===== src/rtl/router_ctrl_fsm_if.sv =====
// Router control bus: packet source, FIFO status and FSM state decodes.
interface router_ctrl_fsm_if #(
  parameter int NUM_CH = 3,
  parameter int ADDR_W = 2
);
  logic              pkt_valid;
  logic [ADDR_W-1:0] data_in;
  logic              fifo_full;
  logic [NUM_CH-1:0] empty;
  logic [NUM_CH-1:0] soft_reset;
  logic              parity_done;
  logic              low_pkt_valid;

  logic              write_enb_reg;
  logic              detect_add;
  logic              lfd_state;
  logic              ld_state;
  logic              laf_state;
  logic              full_state;
  logic              rst_int_reg;
  logic              busy;
  logic [ADDR_W-1:0] addr_out;
  logic              drop_state;
  logic              timeout_err;

  // Controller side
  modport slave (
    input  pkt_valid, data_in, fifo_full, empty, soft_reset, parity_done, low_pkt_valid,
    output write_enb_reg, detect_add, lfd_state, ld_state, laf_state, full_state,
           rst_int_reg, busy, addr_out, drop_state, timeout_err
  );

  // Environment side (source, FIFOs, register block)
  modport master (
    output pkt_valid, data_in, fifo_full, empty, soft_reset, parity_done, low_pkt_valid,
    input  write_enb_reg, detect_add, lfd_state, ld_state, laf_state, full_state,
           rst_int_reg, busy, addr_out, drop_state, timeout_err
  );
endinterface


===== src/rtl/router_ctrl_fsm.sv =====
// Router control FSM: decodes the header address, sequences payload/parity
// writes, stalls on full FIFOs, waits for a busy channel and drops bad or
// timed-out packets. All outputs are registered Moore decodes of the state.
module router_ctrl_fsm #(
  parameter int NUM_CH       = 3,
  parameter int ADDR_W       = 2,
  parameter int WAIT_TIMEOUT = 64
) (
  input  logic              clk,
  input  logic              resetn,
  router_ctrl_fsm_if.slave  bus
);

  localparam int NSEL  = 2 ** ADDR_W;
  localparam int CNT_W = (WAIT_TIMEOUT > 0) ? $clog2(WAIT_TIMEOUT + 1) : 1;
  localparam logic [ADDR_W:0]  LP_NUM_CH   = (ADDR_W + 1)'(NUM_CH);
  localparam logic [CNT_W-1:0] LP_CNT_LAST = CNT_W'((WAIT_TIMEOUT > 0) ? WAIT_TIMEOUT - 1 : 0);

  typedef enum logic [3:0] {
    S_DECODE_ADDRESS,
    S_LOAD_FIRST_DATA,
    S_LOAD_DATA,
    S_LOAD_PARITY,
    S_FIFO_FULL_STATE,
    S_LOAD_AFTER_FULL,
    S_WAIT_TILL_EMPTY,
    S_CHECK_PARITY_ERROR,
    S_DROP_PACKET
  } state_t;

  state_t            r_state;
  state_t            w_nxt_state;
  logic [ADDR_W-1:0] r_addr;
  logic [CNT_W-1:0]  r_wait_cnt;
  logic              r_timeout_err;
  logic              r_write_enb_reg;
  logic              r_detect_add;
  logic              r_lfd_state;
  logic              r_ld_state;
  logic              r_laf_state;
  logic              r_full_state;
  logic              r_rst_int_reg;
  logic              r_busy;
  logic              r_drop_state;

  // Flags padded to the full address space so any address indexes safely;
  // channels beyond NUM_CH read as not-empty / no soft reset.
  logic [NSEL-1:0]   w_empty_pad;
  logic [NSEL-1:0]   w_soft_pad;
  logic              w_hdr_empty;
  logic              w_hdr_bad;
  logic              w_sel_empty;
  logic              w_sel_soft;
  logic              w_wait_expired;
  logic              w_timeout;

  assign w_empty_pad    = NSEL'(bus.empty);
  assign w_soft_pad     = NSEL'(bus.soft_reset);
  assign w_hdr_empty    = w_empty_pad[bus.data_in];
  assign w_hdr_bad      = ({1'b0, bus.data_in} >= LP_NUM_CH);
  assign w_sel_empty    = w_empty_pad[r_addr];
  assign w_sel_soft     = w_soft_pad[r_addr];
  assign w_wait_expired = (WAIT_TIMEOUT > 0) && (r_wait_cnt == LP_CNT_LAST);

  // Next-state selection; a soft reset on the active channel overrides all
  // transitions (and suppresses a coincident timeout) outside DECODE/DROP.
  always_comb begin
    w_nxt_state = r_state;
    w_timeout   = 1'b0;
    unique case (r_state)
      S_DECODE_ADDRESS: begin
        if (bus.pkt_valid) begin
          if (w_hdr_bad)        w_nxt_state = S_DROP_PACKET;
          else if (w_hdr_empty) w_nxt_state = S_LOAD_FIRST_DATA;
          else                  w_nxt_state = S_WAIT_TILL_EMPTY;
        end
      end
      S_LOAD_FIRST_DATA: w_nxt_state = S_LOAD_DATA;
      S_LOAD_DATA: begin
        if (bus.fifo_full)       w_nxt_state = S_FIFO_FULL_STATE;
        else if (!bus.pkt_valid) w_nxt_state = S_LOAD_PARITY;
      end
      S_FIFO_FULL_STATE: begin
        if (!bus.fifo_full) w_nxt_state = S_LOAD_AFTER_FULL;
      end
      S_LOAD_AFTER_FULL: begin
        if (bus.parity_done)        w_nxt_state = S_DECODE_ADDRESS;
        else if (bus.low_pkt_valid) w_nxt_state = S_LOAD_PARITY;
        else                        w_nxt_state = S_LOAD_DATA;
      end
      S_LOAD_PARITY: w_nxt_state = S_CHECK_PARITY_ERROR;
      S_CHECK_PARITY_ERROR: begin
        if (bus.fifo_full) w_nxt_state = S_FIFO_FULL_STATE;
        else               w_nxt_state = S_DECODE_ADDRESS;
      end
      S_WAIT_TILL_EMPTY: begin
        if (w_sel_empty) begin
          w_nxt_state = S_LOAD_FIRST_DATA;
        end else if (w_wait_expired) begin
          w_nxt_state = S_DROP_PACKET;
          w_timeout   = 1'b1;
        end
      end
      S_DROP_PACKET: begin
        if (!bus.pkt_valid) w_nxt_state = S_DECODE_ADDRESS;
      end
      default: w_nxt_state = S_DECODE_ADDRESS;
    endcase
    if (w_sel_soft && (r_state != S_DECODE_ADDRESS) && (r_state != S_DROP_PACKET)) begin
      w_nxt_state = S_DECODE_ADDRESS;
      w_timeout   = 1'b0;
    end
  end

  // State, address latch, wait counter and registered Moore decodes.
  always_ff @(posedge clk or negedge resetn) begin
    if (!resetn) begin
      r_state         <= S_DECODE_ADDRESS;
      r_addr          <= '0;
      r_wait_cnt      <= '0;
      r_timeout_err   <= 1'b0;
      r_detect_add    <= 1'b1;
      r_lfd_state     <= 1'b0;
      r_ld_state      <= 1'b0;
      r_laf_state     <= 1'b0;
      r_full_state    <= 1'b0;
      r_rst_int_reg   <= 1'b0;
      r_drop_state    <= 1'b0;
      r_write_enb_reg <= 1'b0;
      r_busy          <= 1'b0;
    end else begin
      r_state <= w_nxt_state;
      if ((r_state == S_DECODE_ADDRESS) && bus.pkt_valid) r_addr <= bus.data_in;
      if ((r_state == S_WAIT_TILL_EMPTY) && (w_nxt_state == S_WAIT_TILL_EMPTY))
        r_wait_cnt <= (&r_wait_cnt) ? r_wait_cnt : r_wait_cnt + 1'b1;
      else
        r_wait_cnt <= '0;
      r_timeout_err   <= w_timeout;
      r_detect_add    <= (w_nxt_state == S_DECODE_ADDRESS);
      r_lfd_state     <= (w_nxt_state == S_LOAD_FIRST_DATA);
      r_ld_state      <= (w_nxt_state == S_LOAD_DATA);
      r_laf_state     <= (w_nxt_state == S_LOAD_AFTER_FULL);
      r_full_state    <= (w_nxt_state == S_FIFO_FULL_STATE);
      r_rst_int_reg   <= (w_nxt_state == S_CHECK_PARITY_ERROR);
      r_drop_state    <= (w_nxt_state == S_DROP_PACKET);
      r_write_enb_reg <= (w_nxt_state inside {S_LOAD_DATA, S_LOAD_PARITY, S_LOAD_AFTER_FULL});
      r_busy          <= (w_nxt_state inside {S_LOAD_FIRST_DATA, S_LOAD_PARITY, S_FIFO_FULL_STATE,
                                              S_LOAD_AFTER_FULL, S_WAIT_TILL_EMPTY,
                                              S_CHECK_PARITY_ERROR});
    end
  end

  assign bus.write_enb_reg = r_write_enb_reg;
  assign bus.detect_add    = r_detect_add;
  assign bus.lfd_state     = r_lfd_state;
  assign bus.ld_state      = r_ld_state;
  assign bus.laf_state     = r_laf_state;
  assign bus.full_state    = r_full_state;
  assign bus.rst_int_reg   = r_rst_int_reg;
  assign bus.busy          = r_busy;
  assign bus.addr_out      = r_addr;
  assign bus.drop_state    = r_drop_state;
  assign bus.timeout_err   = r_timeout_err;

endmodule


===== src/flat_wrapper.sv =====
// flat-port wrapper written by rule: the top's interface ports become plain ports
module router_ctrl_fsm_flat 
#(
  parameter int NUM_CH       = 3,
  parameter int ADDR_W       = 2,
  parameter int WAIT_TIMEOUT = 64
)
  (clk, resetn, bus_pkt_valid, bus_data_in, bus_fifo_full, bus_empty, bus_soft_reset, bus_parity_done, bus_low_pkt_valid, bus_write_enb_reg, bus_detect_add, bus_lfd_state, bus_ld_state, bus_laf_state, bus_full_state, bus_rst_int_reg, bus_busy, bus_addr_out, bus_drop_state, bus_timeout_err);
  router_ctrl_fsm_if #(.NUM_CH(NUM_CH), .ADDR_W(ADDR_W)) bus_i ();
  input  logic clk;
  input  logic resetn;
  input wire logic [$bits(bus_i.pkt_valid)-1:0] bus_pkt_valid;
  input wire logic [$bits(bus_i.data_in)-1:0] bus_data_in;
  input wire logic [$bits(bus_i.fifo_full)-1:0] bus_fifo_full;
  input wire logic [$bits(bus_i.empty)-1:0] bus_empty;
  input wire logic [$bits(bus_i.soft_reset)-1:0] bus_soft_reset;
  input wire logic [$bits(bus_i.parity_done)-1:0] bus_parity_done;
  input wire logic [$bits(bus_i.low_pkt_valid)-1:0] bus_low_pkt_valid;
  output wire logic [$bits(bus_i.write_enb_reg)-1:0] bus_write_enb_reg;
  output wire logic [$bits(bus_i.detect_add)-1:0] bus_detect_add;
  output wire logic [$bits(bus_i.lfd_state)-1:0] bus_lfd_state;
  output wire logic [$bits(bus_i.ld_state)-1:0] bus_ld_state;
  output wire logic [$bits(bus_i.laf_state)-1:0] bus_laf_state;
  output wire logic [$bits(bus_i.full_state)-1:0] bus_full_state;
  output wire logic [$bits(bus_i.rst_int_reg)-1:0] bus_rst_int_reg;
  output wire logic [$bits(bus_i.busy)-1:0] bus_busy;
  output wire logic [$bits(bus_i.addr_out)-1:0] bus_addr_out;
  output wire logic [$bits(bus_i.drop_state)-1:0] bus_drop_state;
  output wire logic [$bits(bus_i.timeout_err)-1:0] bus_timeout_err;
  assign bus_i.pkt_valid = bus_pkt_valid;
  assign bus_i.data_in = bus_data_in;
  assign bus_i.fifo_full = bus_fifo_full;
  assign bus_i.empty = bus_empty;
  assign bus_i.soft_reset = bus_soft_reset;
  assign bus_i.parity_done = bus_parity_done;
  assign bus_i.low_pkt_valid = bus_low_pkt_valid;
  assign bus_write_enb_reg = bus_i.write_enb_reg;
  assign bus_detect_add = bus_i.detect_add;
  assign bus_lfd_state = bus_i.lfd_state;
  assign bus_ld_state = bus_i.ld_state;
  assign bus_laf_state = bus_i.laf_state;
  assign bus_full_state = bus_i.full_state;
  assign bus_rst_int_reg = bus_i.rst_int_reg;
  assign bus_busy = bus_i.busy;
  assign bus_addr_out = bus_i.addr_out;
  assign bus_drop_state = bus_i.drop_state;
  assign bus_timeout_err = bus_i.timeout_err;
  router_ctrl_fsm #(.NUM_CH(NUM_CH), .ADDR_W(ADDR_W), .WAIT_TIMEOUT(WAIT_TIMEOUT)) u_core (.clk(clk), .resetn(resetn), .bus(bus_i));
endmodule

===== config.mk =====
export PLATFORM = sky130hd
export DESIGN_NAME = router_ctrl_fsm_flat
export DESIGN_NICKNAME = d
export VERILOG_FILES = /design/src/rtl/router_ctrl_fsm_if.sv /design/src/rtl/router_ctrl_fsm.sv /design/src/flat_wrapper.sv
export SDC_FILE = /design/constraint.sdc
export NUM_CORES = 1
export LEC_CHECK = 0
export ABC_AREA = 1
export CAP_MARGIN = 5
export CORE_UTILIZATION = 56
export CTS_BUF_LIST = sky130_fd_sc_hd__clkbuf_2 sky130_fd_sc_hd__clkbuf_4 sky130_fd_sc_hd__clkbuf_8
export CTS_CLUSTER_SIZE = 8
export DETAILED_ROUTE_END_ITERATION = 12
export PLACE_DENSITY = 0.87
export SYNTH_ARGS = -nofsm -noshare
export SYNTH_HDL_FRONTEND = slang
export SYNTH_SLANG_ARGS = --single-unit

===== constraint.sdc =====
create_clock -name clk -period 2.3 [get_ports clk]
set_input_delay 0.23 -clock clk [delete_from_list [all_inputs] [get_ports clk]]
set_output_delay 0.23 -clock clk [all_outputs]
set_load 0.01 [all_outputs]

==> impl_metrics.yaml <==
yosys:
  syn_avg_cell_area_um2: 7.65
  synth.distinct_cells: 21
  ys_ff_latch: 23
  syn_nets: 180
  syn_area_um2: 1260
  ys_warn_count: 0
  synth_seq_area_share_pct: 45.7
  synthCells: 165
setup_path:
  arrival_ns: 2.09
  cp_cell_sequence: "ha_1, nand2_1, nor2_1, nand2_1, nor2_1, nor3_1, nand2_1, xor2_1, nor2_1"
  cp-end-kind: "register"
  worst_path_max_delay_cell: "dfrtp_1"
  crit_type: "reg -> reg"
  critPathLaunchType: "register"
  cp.required_ns: 2.53
  max_stage_delay_ns: 0.43
  worstPathMaxFanout: 4
clocking:
  post_cts.repair.setup_buffers: 0
  ctsResizeCount: 0
  cts.sinks: 23
  cts_made_buffers: 3
  root_buffer: "clkbuf_4"
  cts_tree: "done"
  h-tree-depth: 1
  cts_hold_buf: 0
  clockBufferDepth: 2
  clkTransAtPathRegs_ns: 0.14
  insertion_delay_ns: 0.32
sta:
  finalSetupTns_ns: 0
  setup_viol: 0
  worst_pin_slew_ns: 0.352
  period_needed_ns: 1.87
  setup_ws_ns: 0.434
  finalClockSkew_ns: 0.0111
  fin_crit_sh_pct: 81.1
  whs_ns: 0.235
  rsz0062_at_grt: "no"
  max_slew_margin_pct: 76.6
  drv_slew: 0
  timing.fmax_mhz: 536
  finalHoldViolCount: 0
placed_design:
  place_inst: 217
  place.gp.congestion: 0.866
  place_hpwl_mm: 2.29
  portBuffers: 25
  place_ws_ns: 0.471
final_layout:
  fin_nets: 210
  largest_reg_flops: 7
  multi_input_area_um2: 577
  area_growth_pct: 24.7
  mostFrequentLayoutCells: "nand2_1, inv_1, nor2_1, clkdlybuf4s50_1"
  utilization_pct: 77.1
  ff_latch_area_um2: 577
  regMostFlops: "u_core.r_wait_cnt"
  nFillCells: 159
  final_cells: 221
  final_common_cell: "nand2_1"
  antenna_cells: 0
  drive_above_1_share_pct: 11.3
hold_path:
  hold_class: "in -> async"
drt:
  wire_per_inst_um: 13.3
  drtAntennaViolNets: 0
  drt-total-wl_mm: 2.94
  vias_per_cell: 5.38
  num_vias: 1190
  drt_iter0_markers: 34
  drc_errors: 0
  drt_first_pass_iters: 4
floorplan:
  ios: 26
  die_w_um: 49.5
  initial_core_util_pct: 61.8
  fp.dieArea_um2: 2450
  rows: 16
  core_area_um2: 2040
  die_y_um: 49.5
run_status:
  outcome: "complete, no violations"
power_and_ir_drop:
  vdd_ir_drop_max_mv: 0.606
  powerDensity_nw_per_um2: 998
  p_leak_uw: 0.000824
grt:
  grt-ovfl-total: 0
  grt_use_total_pct: 25.3
  grt_pass1_vias: 1166
  grt_max_degree: 24
  grt_pass1_wl_mm: 4.69
  antenna_found_initial: 0
flow_run:
  maxCapViolations: 0
report_power, final:
group	internal (uW)	switching (uW)	leakage [uW]
logic	307	482	0.000499
clock network	65.1	127	0.0000177
registers	507	82.7	0.000307
total	879	691	0.000824
cell families after synthesis:
logic type      after synthesis  synth area share (%)
compound gates               12                  5.15
fa+ha+maj                     1                 0.991
xor+xnor                      2                  1.39
simple gates                 99                  38.2
buf+inv                      28                  8.62
flops                        23                  45.7
critical path: cells and delay by family (launching register included):
| family | cells | cell delay (ns) |
|---|---|---|
| simple gates | 7 | 0.98 |
| flops | 1 | 0.43 |
| fa+ha+maj | 1 | 0.21 |
| xor+xnor | 1 | 0.17 |
worst paths after layout:
check,startpoint,end,slack (ns),cells after the start
worst max-delay path,u_core.r_wait_cnt[0]$_DFFE_PN0P_,u_core.r_wait_cnt[5]$_DFFE_PN0P_,0.43,9
worst min-delay path,resetn,u_core.r_wait_cnt[3]$_DFFE_PN0P_,0.23,2
worst max register to register,u_core.r_wait_cnt[0]$_DFFE_PN0P_,u_core.r_wait_cnt[5]$_DFFE_PN0P_,0.43,9
worst min register to register,u_core.r_wait_cnt[6]$_DFFE_PN0P_,u_core.r_wait_cnt[6]$_DFFE_PN0P_,0.58,2
max in group asynchronous,resetn,u_core.bus.detect_add$_DFF_PN1_,1.77,2
min in group clk,bus_data_in[0],u_core.bus.addr_out[0]$_DFFE_PN0P_,0.57,3
Yosys cell counts (all sizes together):
| cell | instances | area share, % |
|---|---|---|
| inv | 27 | 8.0 |
| dfrtp | 22 | 44 |
| nand3 | 26 | 12 |
| nor3 | 2 | 0.79 |
| nand4 | 5 | 2.5 |
| o21bai | 1 | 0.59 |
| o21ai | 8 | 3.2 |
| buf | 1 | 0.59 |
| ha | 1 | 0.99 |
| nand2 | 33 | 10 |
| a21oi | 2 | 0.79 |
| nor2 | 32 | 12 |
| or2 | 1 | 0.50 |
| a21o | 1 | 0.59 |
| xor2 | 2 | 1.4 |
| dfstp | 1 | 2.1 |
routing by layer:
layer / wire length [um] / track usage, % / part of all wire (%) / up-vias
met2: 1530 / 49.1 / 52 / 52
li1: - / - / - / 579
met4: 57 / 9.52 / 1.9 / 0
met1: 1170 / 26.6 / 40 / 551
met3: 180 / 4.63 / 6.1 / 8
met5: 0 / 0 / 0 / -
area by class of cell:
| class | count | area share, % |
|---|---|---|
| clock buffers | 3 | 1.43 |
| clock inverters | 1 | 0.318 |
| inverters | 27 | 6.44 |
| multi-input cells | 114 | 36.6 |
| flip-flops and latches | 23 | 36.6 |
| well taps | 27 | 2.15 |
| repair buffers | 26 | 16.4 |
per-stage QoR:
step           area, um2  total power (uW)
6_report            1570              1570
5_1_grt             1570              1670
4_1_cts             1570              1570
3_5_place_dp        1550              1370
3_3_place_gp        1550              1340
2_1_floorplan       1260              1090
(Power assumes the default switching activity.)
